### src/rtl/mem_access_unit_pkg.sv
// Shared types for the MEM stage: pipeline payloads (EX/MEM and MEM/WB),
// access-size encoding, data-bus request/response records and small helpers.
package mem_access_unit_pkg;

    localparam int unsigned XLEN   = 64;
    localparam int unsigned ADDR_W = 64;
    localparam int unsigned STRB_W = XLEN / 8;

    // ---- common ----
    typedef enum logic [1:0] {
        MSIZE1 = 2'd0,
        MSIZE2 = 2'd1,
        MSIZE4 = 2'd2,
        MSIZE8 = 2'd3
    } msize_t;

    typedef struct packed {
        logic              valid;
        logic [ADDR_W-1:0] addr;
        msize_t            size;
        logic [STRB_W-1:0] strobe;
        logic [XLEN-1:0]   data;
    } dbus_req_t;

    typedef struct packed {
        logic            ok;
        logic [XLEN-1:0] data;
    } dbus_resp_t;

    // ---- pipes ----
    typedef struct packed {
        logic              valid;
        logic              mem_read;
        logic              mem_write;
        msize_t            mem_size;
        logic              mem_unsigned;
        logic [ADDR_W-1:0] addr;
        logic [XLEN-1:0]   wdata;
    } execute_data_t;

    typedef struct packed {
        logic              valid;
        logic              mem_read;
        logic              mem_write;
        msize_t            mem_size;
        logic              mem_unsigned;
        logic [ADDR_W-1:0] addr;
        logic [XLEN-1:0]   wdata;
        logic [XLEN-1:0]   result;
        logic              misaligned;
    } memory_data_t;

    // Natural alignment: the low address bits below the access size must be zero.
    function automatic logic is_misaligned(msize_t size, logic [2:0] offset);
        logic mis;
        case (size)
            MSIZE1:  mis = 1'b0;
            MSIZE2:  mis = offset[0];
            MSIZE4:  mis = |offset[1:0];
            default: mis = |offset;
        endcase
        return mis;
    endfunction

    // Carry the EX/MEM fields forward; result and misaligned start cleared.
    function automatic memory_data_t to_mem(execute_data_t e);
        memory_data_t m;
        m              = '0;
        m.valid        = e.valid;
        m.mem_read     = e.mem_read;
        m.mem_write    = e.mem_write;
        m.mem_size     = e.mem_size;
        m.mem_unsigned = e.mem_unsigned;
        m.addr         = e.addr;
        m.wdata        = e.wdata;
        return m;
    endfunction

endpackage

### src/rtl/mem_access_if.sv
// MEM-stage signal bundle: EX/MEM input, stall, data-bus request/response and
// MEM/WB output. slave = the MEM unit, master = the pipeline/bus environment.
interface mem_access_if
    import mem_access_unit_pkg::*;
();
    logic                in_valid;
    execute_data_t       in_data;
    logic                stall;
    logic                dreq_valid;
    logic [ADDR_W-1:0]   dreq_addr;
    logic [1:0]          dreq_size;
    logic [STRB_W-1:0]   dreq_strobe;
    logic [XLEN-1:0]     dreq_data;
    logic                dresp_ok;
    logic [XLEN-1:0]     dresp_data;
    logic                out_valid;
    memory_data_t        out_data;

    modport slave (
        input  in_valid, in_data, dresp_ok, dresp_data,
        output stall, dreq_valid, dreq_addr, dreq_size, dreq_strobe, dreq_data,
        output out_valid, out_data
    );

    modport master (
        output in_valid, in_data, dresp_ok, dresp_data,
        input  stall, dreq_valid, dreq_addr, dreq_size, dreq_strobe, dreq_data,
        input  out_valid, out_data
    );
endinterface

### src/rtl/mem_align.sv
// Combinational lane formatting for the data bus.
//   size_i/offset_i       access size and addr[2:0]
//   is_write_i            store: strobe active; load: strobe all zero
//   is_unsigned_i         zero-extend loads instead of sign-extending
//   wdata_i -> wdata_o    store data replicated across lanes
//   strobe_o              size mask shifted to the byte offset
//   rdata_i -> rdata_o    load word shifted down, truncated and extended
module mem_align
    import mem_access_unit_pkg::*;
(
    input  msize_t            size_i,
    input  logic [2:0]        offset_i,
    input  logic              is_write_i,
    input  logic              is_unsigned_i,
    input  logic [XLEN-1:0]   wdata_i,
    input  logic [XLEN-1:0]   rdata_i,
    output logic [XLEN-1:0]   wdata_o,
    output logic [STRB_W-1:0] strobe_o,
    output logic [XLEN-1:0]   rdata_o
);
    logic [STRB_W-1:0] mask;
    logic [XLEN-1:0]   shifted;

    always_comb begin
        shifted = rdata_i >> {offset_i, 3'b000};
        mask    = '1;
        wdata_o = wdata_i;
        rdata_o = shifted;
        case (size_i)
            MSIZE1: begin
                mask    = 8'h01;
                wdata_o = {8{wdata_i[7:0]}};
                rdata_o = {{(XLEN-8){shifted[7] & ~is_unsigned_i}}, shifted[7:0]};
            end
            MSIZE2: begin
                mask    = 8'h03;
                wdata_o = {4{wdata_i[15:0]}};
                rdata_o = {{(XLEN-16){shifted[15] & ~is_unsigned_i}}, shifted[15:0]};
            end
            MSIZE4: begin
                mask    = 8'h0F;
                wdata_o = {2{wdata_i[31:0]}};
                rdata_o = {{(XLEN-32){shifted[31] & ~is_unsigned_i}}, shifted[31:0]};
            end
            default: ;
        endcase
        strobe_o = is_write_i ? (mask << offset_i) : '0;
    end
endmodule

### src/rtl/mem_access_unit.sv
// MEM stage: issues load/store on the data bus, stalls the pipe until the bus
// responds, formats load data and registers a memory_data_t for MEM/WB.
// Non-memory and misaligned ops complete in one cycle without a bus request.
//   clk_i     rising-edge clock
//   reset_ni  asynchronous active-low reset
//   bus       mem_access_if.slave (EX/MEM in, stall, dbus req/resp, MEM/WB out)
module mem_access_unit
    import mem_access_unit_pkg::*;
(
    input logic         clk_i,
    input logic         reset_ni,
    mem_access_if.slave bus
);
    typedef enum logic [0:0] {StIdle, StBusy} state_e;

    state_e        state_q, state_d;
    execute_data_t op_q, op_d;
    logic          out_valid_q, out_valid_d;
    memory_data_t  out_data_q, out_data_d;

    logic              in_mem_op, in_misaligned, accept_mem;
    logic              stall;
    dbus_req_t         req;
    dbus_resp_t        resp;
    logic [XLEN-1:0]   store_data, load_data;
    logic [STRB_W-1:0] strobe;

    assign in_mem_op     = bus.in_data.mem_read | bus.in_data.mem_write;
    assign in_misaligned = in_mem_op & is_misaligned(bus.in_data.mem_size, bus.in_data.addr[2:0]);
    assign accept_mem    = bus.in_valid & in_mem_op & ~in_misaligned;
    assign resp          = '{ok: bus.dresp_ok, data: bus.dresp_data};

    // Formatting works off the latched op so the request stays stable in BUSY.
    mem_align u_align (
        .size_i        (op_q.mem_size),
        .offset_i      (op_q.addr[2:0]),
        .is_write_i    (op_q.mem_write),
        .is_unsigned_i (op_q.mem_unsigned),
        .wdata_i       (op_q.wdata),
        .rdata_i       (resp.data),
        .wdata_o       (store_data),
        .strobe_o      (strobe),
        .rdata_o       (load_data)
    );

    always_ff @(posedge clk_i or negedge reset_ni) begin
        if (!reset_ni) begin
            state_q     <= StIdle;
            op_q        <= '0;
            out_valid_q <= 1'b0;
            out_data_q  <= '0;
        end else begin
            state_q     <= state_d;
            op_q        <= op_d;
            out_valid_q <= out_valid_d;
            out_data_q  <= out_data_d;
        end
    end

    always_comb begin
        state_d = state_q;
        case (state_q)
            StIdle:  if (accept_mem) state_d = StBusy;
            StBusy:  if (resp.ok)    state_d = StIdle;
            default: state_d = StIdle;
        endcase
    end

    // In BUSY the input slot is ignored, including the op still held during the
    // dresp_ok cycle; IDLE only looks at in_data again one cycle later.
    always_comb begin
        stall       = 1'b0;
        req         = '0;
        op_d        = op_q;
        out_valid_d = 1'b0;
        out_data_d  = '0;
        case (state_q)
            StIdle: begin
                stall = accept_mem;
                if (accept_mem) begin
                    op_d = bus.in_data;
                end else if (bus.in_valid) begin
                    out_valid_d           = 1'b1;
                    out_data_d            = to_mem(bus.in_data);
                    out_data_d.misaligned = in_misaligned;
                end
            end
            StBusy: begin
                stall      = ~resp.ok;
                req.valid  = 1'b1;
                req.addr   = op_q.addr;
                req.size   = op_q.mem_size;
                req.strobe = strobe;
                req.data   = store_data;
                if (resp.ok) begin
                    out_valid_d = 1'b1;
                    out_data_d  = to_mem(op_q);
                    if (op_q.mem_read) out_data_d.result = load_data;
                end
            end
            default: ;
        endcase
    end

    assign bus.stall       = stall;
    assign bus.dreq_valid  = req.valid;
    assign bus.dreq_addr   = req.addr;
    assign bus.dreq_size   = req.size;
    assign bus.dreq_strobe = req.strobe;
    assign bus.dreq_data   = req.data;
    assign bus.out_valid   = out_valid_q;
    assign bus.out_data    = out_data_q;
endmodule
### src/flat_wrapper.sv
// flat-port wrapper written by rule: the top's interface ports become plain ports
module mem_access_unit_flat import mem_access_unit_pkg::*;
  (clk_i, reset_ni, bus_in_valid, bus_in_data, bus_dresp_ok, bus_dresp_data, bus_stall, bus_dreq_valid, bus_dreq_addr, bus_dreq_size, bus_dreq_strobe, bus_dreq_data, bus_out_valid, bus_out_data);
  mem_access_if bus_i ();
  input logic clk_i;
  input logic reset_ni;
  input wire logic [$bits(bus_i.in_valid)-1:0] bus_in_valid;
  input wire logic [$bits(bus_i.in_data)-1:0] bus_in_data;
  input wire logic [$bits(bus_i.dresp_ok)-1:0] bus_dresp_ok;
  input wire logic [$bits(bus_i.dresp_data)-1:0] bus_dresp_data;
  output wire logic [$bits(bus_i.stall)-1:0] bus_stall;
  output wire logic [$bits(bus_i.dreq_valid)-1:0] bus_dreq_valid;
  output wire logic [$bits(bus_i.dreq_addr)-1:0] bus_dreq_addr;
  output wire logic [$bits(bus_i.dreq_size)-1:0] bus_dreq_size;
  output wire logic [$bits(bus_i.dreq_strobe)-1:0] bus_dreq_strobe;
  output wire logic [$bits(bus_i.dreq_data)-1:0] bus_dreq_data;
  output wire logic [$bits(bus_i.out_valid)-1:0] bus_out_valid;
  output wire logic [$bits(bus_i.out_data)-1:0] bus_out_data;
  assign bus_i.in_valid = bus_in_valid;
  assign bus_i.in_data = bus_in_data;
  assign bus_i.dresp_ok = bus_dresp_ok;
  assign bus_i.dresp_data = bus_dresp_data;
  assign bus_stall = bus_i.stall;
  assign bus_dreq_valid = bus_i.dreq_valid;
  assign bus_dreq_addr = bus_i.dreq_addr;
  assign bus_dreq_size = bus_i.dreq_size;
  assign bus_dreq_strobe = bus_i.dreq_strobe;
  assign bus_dreq_data = bus_i.dreq_data;
  assign bus_out_valid = bus_i.out_valid;
  assign bus_out_data = bus_i.out_data;
  mem_access_unit u_core (.clk_i(clk_i), .reset_ni(reset_ni), .bus(bus_i));
endmodule
### config.mk
export PLATFORM = sky130hd
export DESIGN_NAME = mem_access_unit_flat
export DESIGN_NICKNAME = d
export VERILOG_FILES = /design/src/rtl/mem_access_unit_pkg.sv /design/src/rtl/mem_access_if.sv /design/src/rtl/mem_align.sv /design/src/rtl/mem_access_unit.sv /design/src/flat_wrapper.sv
export SDC_FILE = /design/constraint.sdc
export NUM_CORES = 1
export LEC_CHECK = 0
export CORE_AREA = 2 2 211 213
export DETAILED_ROUTE_END_ITERATION = 8
export DIE_AREA = 0 0 213 215
export PLACE_DENSITY = 0.66
export SLEW_MARGIN = 10
export SYNTH_ARGS = -nofsm -noshare
export SYNTH_HDL_FRONTEND = slang
export SYNTH_SLANG_ARGS = --single-unit
### constraint.sdc
create_clock -name clk_i -period 2 [get_ports clk_i]
set_input_delay 0.4 -clock clk_i [delete_from_list [all_inputs] [get_ports clk_i]]
set_output_delay 0.4 -clock clk_i [all_outputs]
set_load 0.02 [all_outputs]
==> flow_metrics.tcl, run 1 <==
set metrics [dict create \
    synth-edff-count 0 \
    clkTransAtPathRegs_ns 0.06 \
    slew-limit-headroom_pct 72.02 \
    rsz0062_at_grt "true" \
    worstPathRequired_ns 1.60 \
    fmax_mhz 398.2 \
    synthDistinctLibCells 49 \
    layout-drive-gt1-share_pct 37.44 \
    fin_crit_sh_pct 125.6 \
    initial_core_util_pct 35.88 \
    first_iter_violations 1085 \
    ios 542 \
    nNetsFinal 2162 \
    syn_nets 1467 \
    rows 77 \
    final_hold_viol_count 0 \
    grt.total_usage_pct 26.04 \
    fp.dieArea_um2 45800 \
    synthCells 1265 \
    power_density_nw_per_um2 1062 \
    status "finished, violations left" \
    cts_tree "built" \
    critPathKind "flip-flop to primary output" \
    synth_area_um2 15660 \
    finClkSkew_ns 0.01321 \
    antenna_cells 0 \
    grt_max_degree 52 \
    ys.flop_type "dfrtp_1" \
    worst_slew_pin_slew_ns 0.4197 \
    whs_ns 0.3608 \
    synth_area_leaders "dfrtp_1 (54%), a22o_1 (8.0%), mux2_2 (7.3%)" \
    slew_viol_final 0 \
    ir_worst_vdd_mv 0.8340 \
    startpoint_type "flip-flop" \
    setup_viol 159 \
    synth_seq_cells 335 \
    gp_congestion 0.9002 \
    wirelength_um 63680 \
    first_global_vias 14110 \
    clockBufferDepth 3 \
    cts_sinks 335 \
    synth_top_area_cell "dfrtp_1" \
    wire_per_inst_um 24.66 \
    grt_pass1_wl_um 89510 \
    port_buffers 541 \
    htreeDepth 2 \
    core_area_um2 43640 \
    dieHeight_um 215 \
    hold_path_class "input port to async pin" \
    avgSynthCellArea_um2 12.38 \
    antenna_found_initial 2 \
    arrival_ns 2.11 \
    synth_top_area_share_pct 53.53 \
    yosysWarnings 0 \
    setup_ws_ns -0.5111 \
    antenna_left 0 \
    drc_errors 0 \
    maxCapViolCount 0 \
    fin_setup_tns_ns -32.38 \
    synthArstFlopShare_pct 100.0 \
    cts_buffers 40 \
    cp-end-kind "primary output" \
    grt-ovfl-total 0 \
    die_w_um 213 \
    hpwl_um 44290 \
    cp_max_fo 6 \
    period_minus_slack_ns 2.511 \
    area_growth_pct 68.14 \
    reg2reg_slack_ns -0.17 \
    finalPower_mw 27.98 \
    failed_checks "negative setup slack" \
    viasPerCell 5.345 \
    vias 13800 \
    first_pass_iters 7 \
    clk_latency_ns 0.56 \
    cts-root-buf "clkbuf_16" \
    power.leakage_nw 11.58 \
    ys_seq_area_share_pct 53.53 \
]
==> cell type report <==
class,count,area [um2]
inverters,13,61.31
well taps,592,740.7
multi-input cells,798,7686
repair buffers,772,8040
clock inverters,15,221.5
flip-flops and latches,335,8394
clock buffers,57,1187
fillers,3510,17310
==> Yosys cell counts (all sizes together) (2+ instances only) <==
cell and number:
dfrtp 335, clkbuf 51, buf 69, a31oi 48, mux2i 59, o211ai 2, mux2 150, mux4 36
nor3 5, a211oi 10, nand2 59, a22o 143, and2 73, nor2 46, o2bb2ai 14, a21oi 83
nor2b 5, inv 13, nand3 6, o21ai 20, or2 12, nand2b 8, a22oi 3
==> report_power, final <==
group          internal [mW]  switching (mW)  leakage (nW)
clock                   4.79            2.99         0.693
sequential              7.96           0.880          4.28
combinational           5.65            5.71          6.61
==> through the flow <==
step | instances | setup slack [ns] | util [%] | area (um2)
after detailed placement | 2450 | -0.4286 | 52.81 | 23050
after global placement | 2450 | -0.4200 | 52.81 | 23050
after CTS | 2531 | -0.5096 | 56.06 | 24470
after floorplan | 1265 | -0.08758 | - | 15710
after global routing | 2582 | -0.5569 | 60.33 | 26330
final | 2582 | -0.5111 | 60.33 | 26330
==> cell usage in the layout (no fill, tap or decap), drive strengths merged, types with 2 or more instances in the layout <==
cell type      instances
clkdlybuf4s50        400
buf                  356
dfrtp                335
mux2                 150
a22o                 143
a21oi                 83
and2                  73
clkbuf                71
nand2                 59
mux2i                 59
a31oi                 48
nor2                  46
mux4                  36
o21ai                 20
o2bb2ai               14
or2                   13
inv                   12
a211oi                10
clkinv                10
nand2b                 8
nand3                  6
bufinv                 5
nor2b                  5
nor3                   5
a22oi                  3
o211ai                 2
==> worst max-delay path, cell delays in order (launching register included) <==
cell and delay, ns:
dfrtp_2 0.42, buf_12 0.15, buf_6 0.12, mux2_2 0.34, o21ai_1 0.15, buf_4 0.16, a21oi_1 0.05, buf_2 0.17
==> repair_timing <==
item / in CTS / in global routing
resized for setup: 526 / 444
cloned: 1 / 16
hold endpoints to repair: 28 / 0
endpoints found under the setup margin: 181 / 185
pin swaps: 7 / 39
setup buffers: 7 / 39
hold buffers: 1 / 0
==> per-layer routing <==
| layer | up-vias | wire length [um] | GRT usage (%) |
|---|---|---|---|
| met5 | - | 24 | 0 |
| met4 | 4 | 2154 | 9.674 |
| met3 | 125 | 4769 | 6.912 |
| met2 | 578 | 31620 | 43.32 |
| met1 | 7037 | 25110 | 32.33 |
| li1 | 6058 | - | - |
==> final timing paths <==
path	startpoint	endpoint	cells past startpoint
setup / recovery	u_core.op_q[129]	bus_dreq_data[62]	7
hold / removal	reset_ni	u_core.bus.out_data[32]	2
setup reg to reg	u_core.op_q[129]	u_core.bus.out_data[52]	9
min in group clk_i	bus_in_data[61]	u_core.op_q[61]	2
max in group asynchronous	reset_ni	u_core.op_q[64]	3
hold reg to reg	u_core.op_q[133]	u_core.bus.out_data[198]	1
==> state kept, by name (all words and copies together), names as in the netlist <==
name                  count
u_core.bus.out_data     199
u_core.bus.out_valid      1
u_core.op_q             134
u_core.state_q            1
==> logic make-up after synthesis <==
logic type | after synthesis | share of synthesized area [%]
compound gates | 332 | 15.46
flops | 335 | 53.53
mux | 245 | 19.73
buf+inv | 133 | 4.083
simple gates | 220 | 7.191
No activity file was read; power rests on OpenSTA's default activity.
==> run 2, diff against run 1 <==
--- a/config.mk
+++ b/config.mk
@@ -8,7 +8,7 @@
 export CORE_AREA = 2 2 211 213
 export DETAILED_ROUTE_END_ITERATION = 8
 export DIE_AREA = 0 0 213 215
-export PLACE_DENSITY = 0.66
+export PLACE_DENSITY_LB_ADDON = 0.05
 export SLEW_MARGIN = 10
 export SYNTH_ARGS = -nofsm -noshare
 export SYNTH_HDL_FRONTEND = slang
==> run 2 against run 1 <==
Effect of this change: clock-buffer cell count down 1; sequential power about the same; non-clock buffer count up 7; die area unchanged; critical path type unchanged; first-iteration DRC count down 11%; clock skew down 0.0013 ns; utilization down 0.68 points; highest routed layer unchanged; the run still ends with negative setup slack left; total power down 3.4%; critical endpoint is now bus_dreq_strobe[6].
==> flow_metrics.tcl, run 2 (synthesized netlist as in run 1, its figures left out) <==
set metrics [dict create \
    slew-limit-headroom_pct 64.25 \
    grt_max_degree 54 \
    fmax_mhz 406.8 \
    finClkSkew_ns 0.01187 \
    area_growth_pct 66.24 \
    power.leakage_nw 11.53 \
    clockBufferDepth 3 \
    port_buffers 541 \
    fin_crit_sh_pct 122.9 \
    whs_ns 0.3432 \
    period_minus_slack_ns 2.458 \
    reg2reg_depth 6 \
    startpoint_type "flip-flop" \
    placedCellCount 2454 \
    setup_ws_ns -0.4583 \
    failed_checks "negative setup slack" \
    hold_path_class "input port to async pin" \
    ios 542 \
    clk_latency_ns 0.56 \
    worst_r2r_endpoint "u_core.bus.out_data[42]" \
    layout-drive-gt1-share_pct 38.20 \
    wirelength_um 62210 \
    nNetsFinal 2167 \
    largest_reg_flops 199 \
    arrival_ns 2.06 \
    dieHeight_um 215 \
    drc_errors 0 \
    die_w_um 213 \
    cts_buffers 39 \
    final_hold_viol_count 0 \
    first_global_vias 14140 \
    cp-end-kind "primary output" \
    initial_core_util_pct 35.88 \
    core_area_um2 43640 \
    power_density_nw_per_um2 1039 \
    ir_worst_vdd_mv 0.6511 \
    final_common_cell "clkdlybuf4s50_1" \
    clkTransAtPathRegs_ns 0.07 \
    grt-ovfl-total 0 \
    vias 13530 \
    rsz0062_at_grt "true" \
    critPathKind "flip-flop to primary output" \
    cts_sinks 335 \
    status "finished, violations left" \
    wire_per_inst_um 24.04 \
    timing.rr.start "u_core.op_q[65]" \
    maxCapViolCount 0 \
    cp_max_fo 8 \
    worst_slew_pin_slew_ns 0.5362 \
    final_cell_count_no_fill 2588 \
    grt.total_usage_pct 26.61 \
    dpl_worst_slack_ns -0.3665 \
    setup_viol 176 \
    htreeDepth 2 \
    rows 77 \
    first_iter_violations 961 \
    grt_pass1_wl_um 90690 \
    first_pass_iters 5 \
    worstPathRequired_ns 1.60 \
    gp_congestion 0.8696 \
    antenna_found_initial 6 \
    slew_viol_final 0 \
    fp.dieArea_um2 45800 \
    cts-root-buf "clkbuf_16" \
    hpwl_um 44280 \
    cts_tree "built" \
    antenna_left 0 \
    reg2reg_slack_ns -0.11 \
    viasPerCell 5.227 \
    most-common-layout-cells "clkdlybuf4s50_1 (398), dfrtp_1 (330), buf_4 (179)" \
]
-- run 2: layout make-up --
class | count | area [um2]
fillers | 3642 | 17610
clock buffers | 56 | 1140
flip-flops and latches | 335 | 8394
clock inverters | 12 | 115.1
diodes | 4 | 10.01
repair buffers | 779 | 8197
inverters | 13 | 55.05
multi-input cells | 797 | 7382
well taps | 592 | 740.7
-- run 2: critical path, stage by stage, from the launching register on --
cell and delay [ns]:
dfrtp_2 0.43, buf_6 0.16, nor2b_1 0.14, buf_4 0.18
a222oi_1 0.38, nor2_2 0.07, buf_6 0.14
-- run 2: metal layers --
| layer | global-route usage, % | vias to the layer above | share of wire, % |
|---|---|---|---|
| li1 | - | 6063 | - |
| met1 | 32.56 | 6839 | 39 |
| met2 | 44.53 | 508 | 50 |
| met3 | 7.292 | 114 | 7.7 |
| met4 | 10.09 | 4 | 3.6 |
| met5 | 0 | - | 0.040 |
-- run 2: power by group --
| group | internal (mW) | switching (mW) |
|---|---|---|
| Sequential | 7.96 | 0.876 |
| Combinational | 5.69 | 5.47 |
| Clock | 4.11 | 2.94 |
-- run 2: metrics by stage --
| stage | power [mW] | utilization [%] | setup TNS, ns | instance area (um2) |
|---|---|---|---|---|
| 2_1_floorplan | 13.81 | - | -0.4838 | 15710 |
| 3_3_place_gp | 18.43 | 52.84 | -78.52 | 23060 |
| 3_5_place_dp | 18.51 | 52.84 | -86.21 | 23060 |
| 4_1_cts | 26.54 | 57.83 | -45.03 | 25240 |
| 5_1_grt | 28.26 | 59.65 | -47.60 | 26030 |
| 6_report | 27.04 | 59.65 | -33.32 | 26030 |
-- run 2: timing repair --
| action | 4_1_cts | 5_1_grt |
|---|---|---|
| gates resized for setup | 811 | 189 |
| gates cloned | 9 | 5 |
| setup endpoints to repair | 195 | 335 |
| hold buffers | 1 | 0 |
| pin swaps | 26 | 20 |
| buffers inserted | 34 | 22 |
| hold endpoints to repair | 40 | 0 |
-- run 2: worst max path at each step --
stage,start,endpoint,slack [ns],cells after the start
final,u_core.op_q[65],bus_dreq_strobe[6],-0.46,6
after global routing,u_core.op_q[130],bus_dreq_strobe[6],-0.55,6
after CTS,u_core.op_q[130],bus_dreq_strobe[6],-0.56,6
after detailed placement,bus_in_data[66],u_core.op_q[55],-0.37,7
after global placement,bus_in_data[66],u_core.op_q[26],-0.35,7
after floorplan,u_core.op_q[66],bus_dreq_strobe[5],-0.09,5
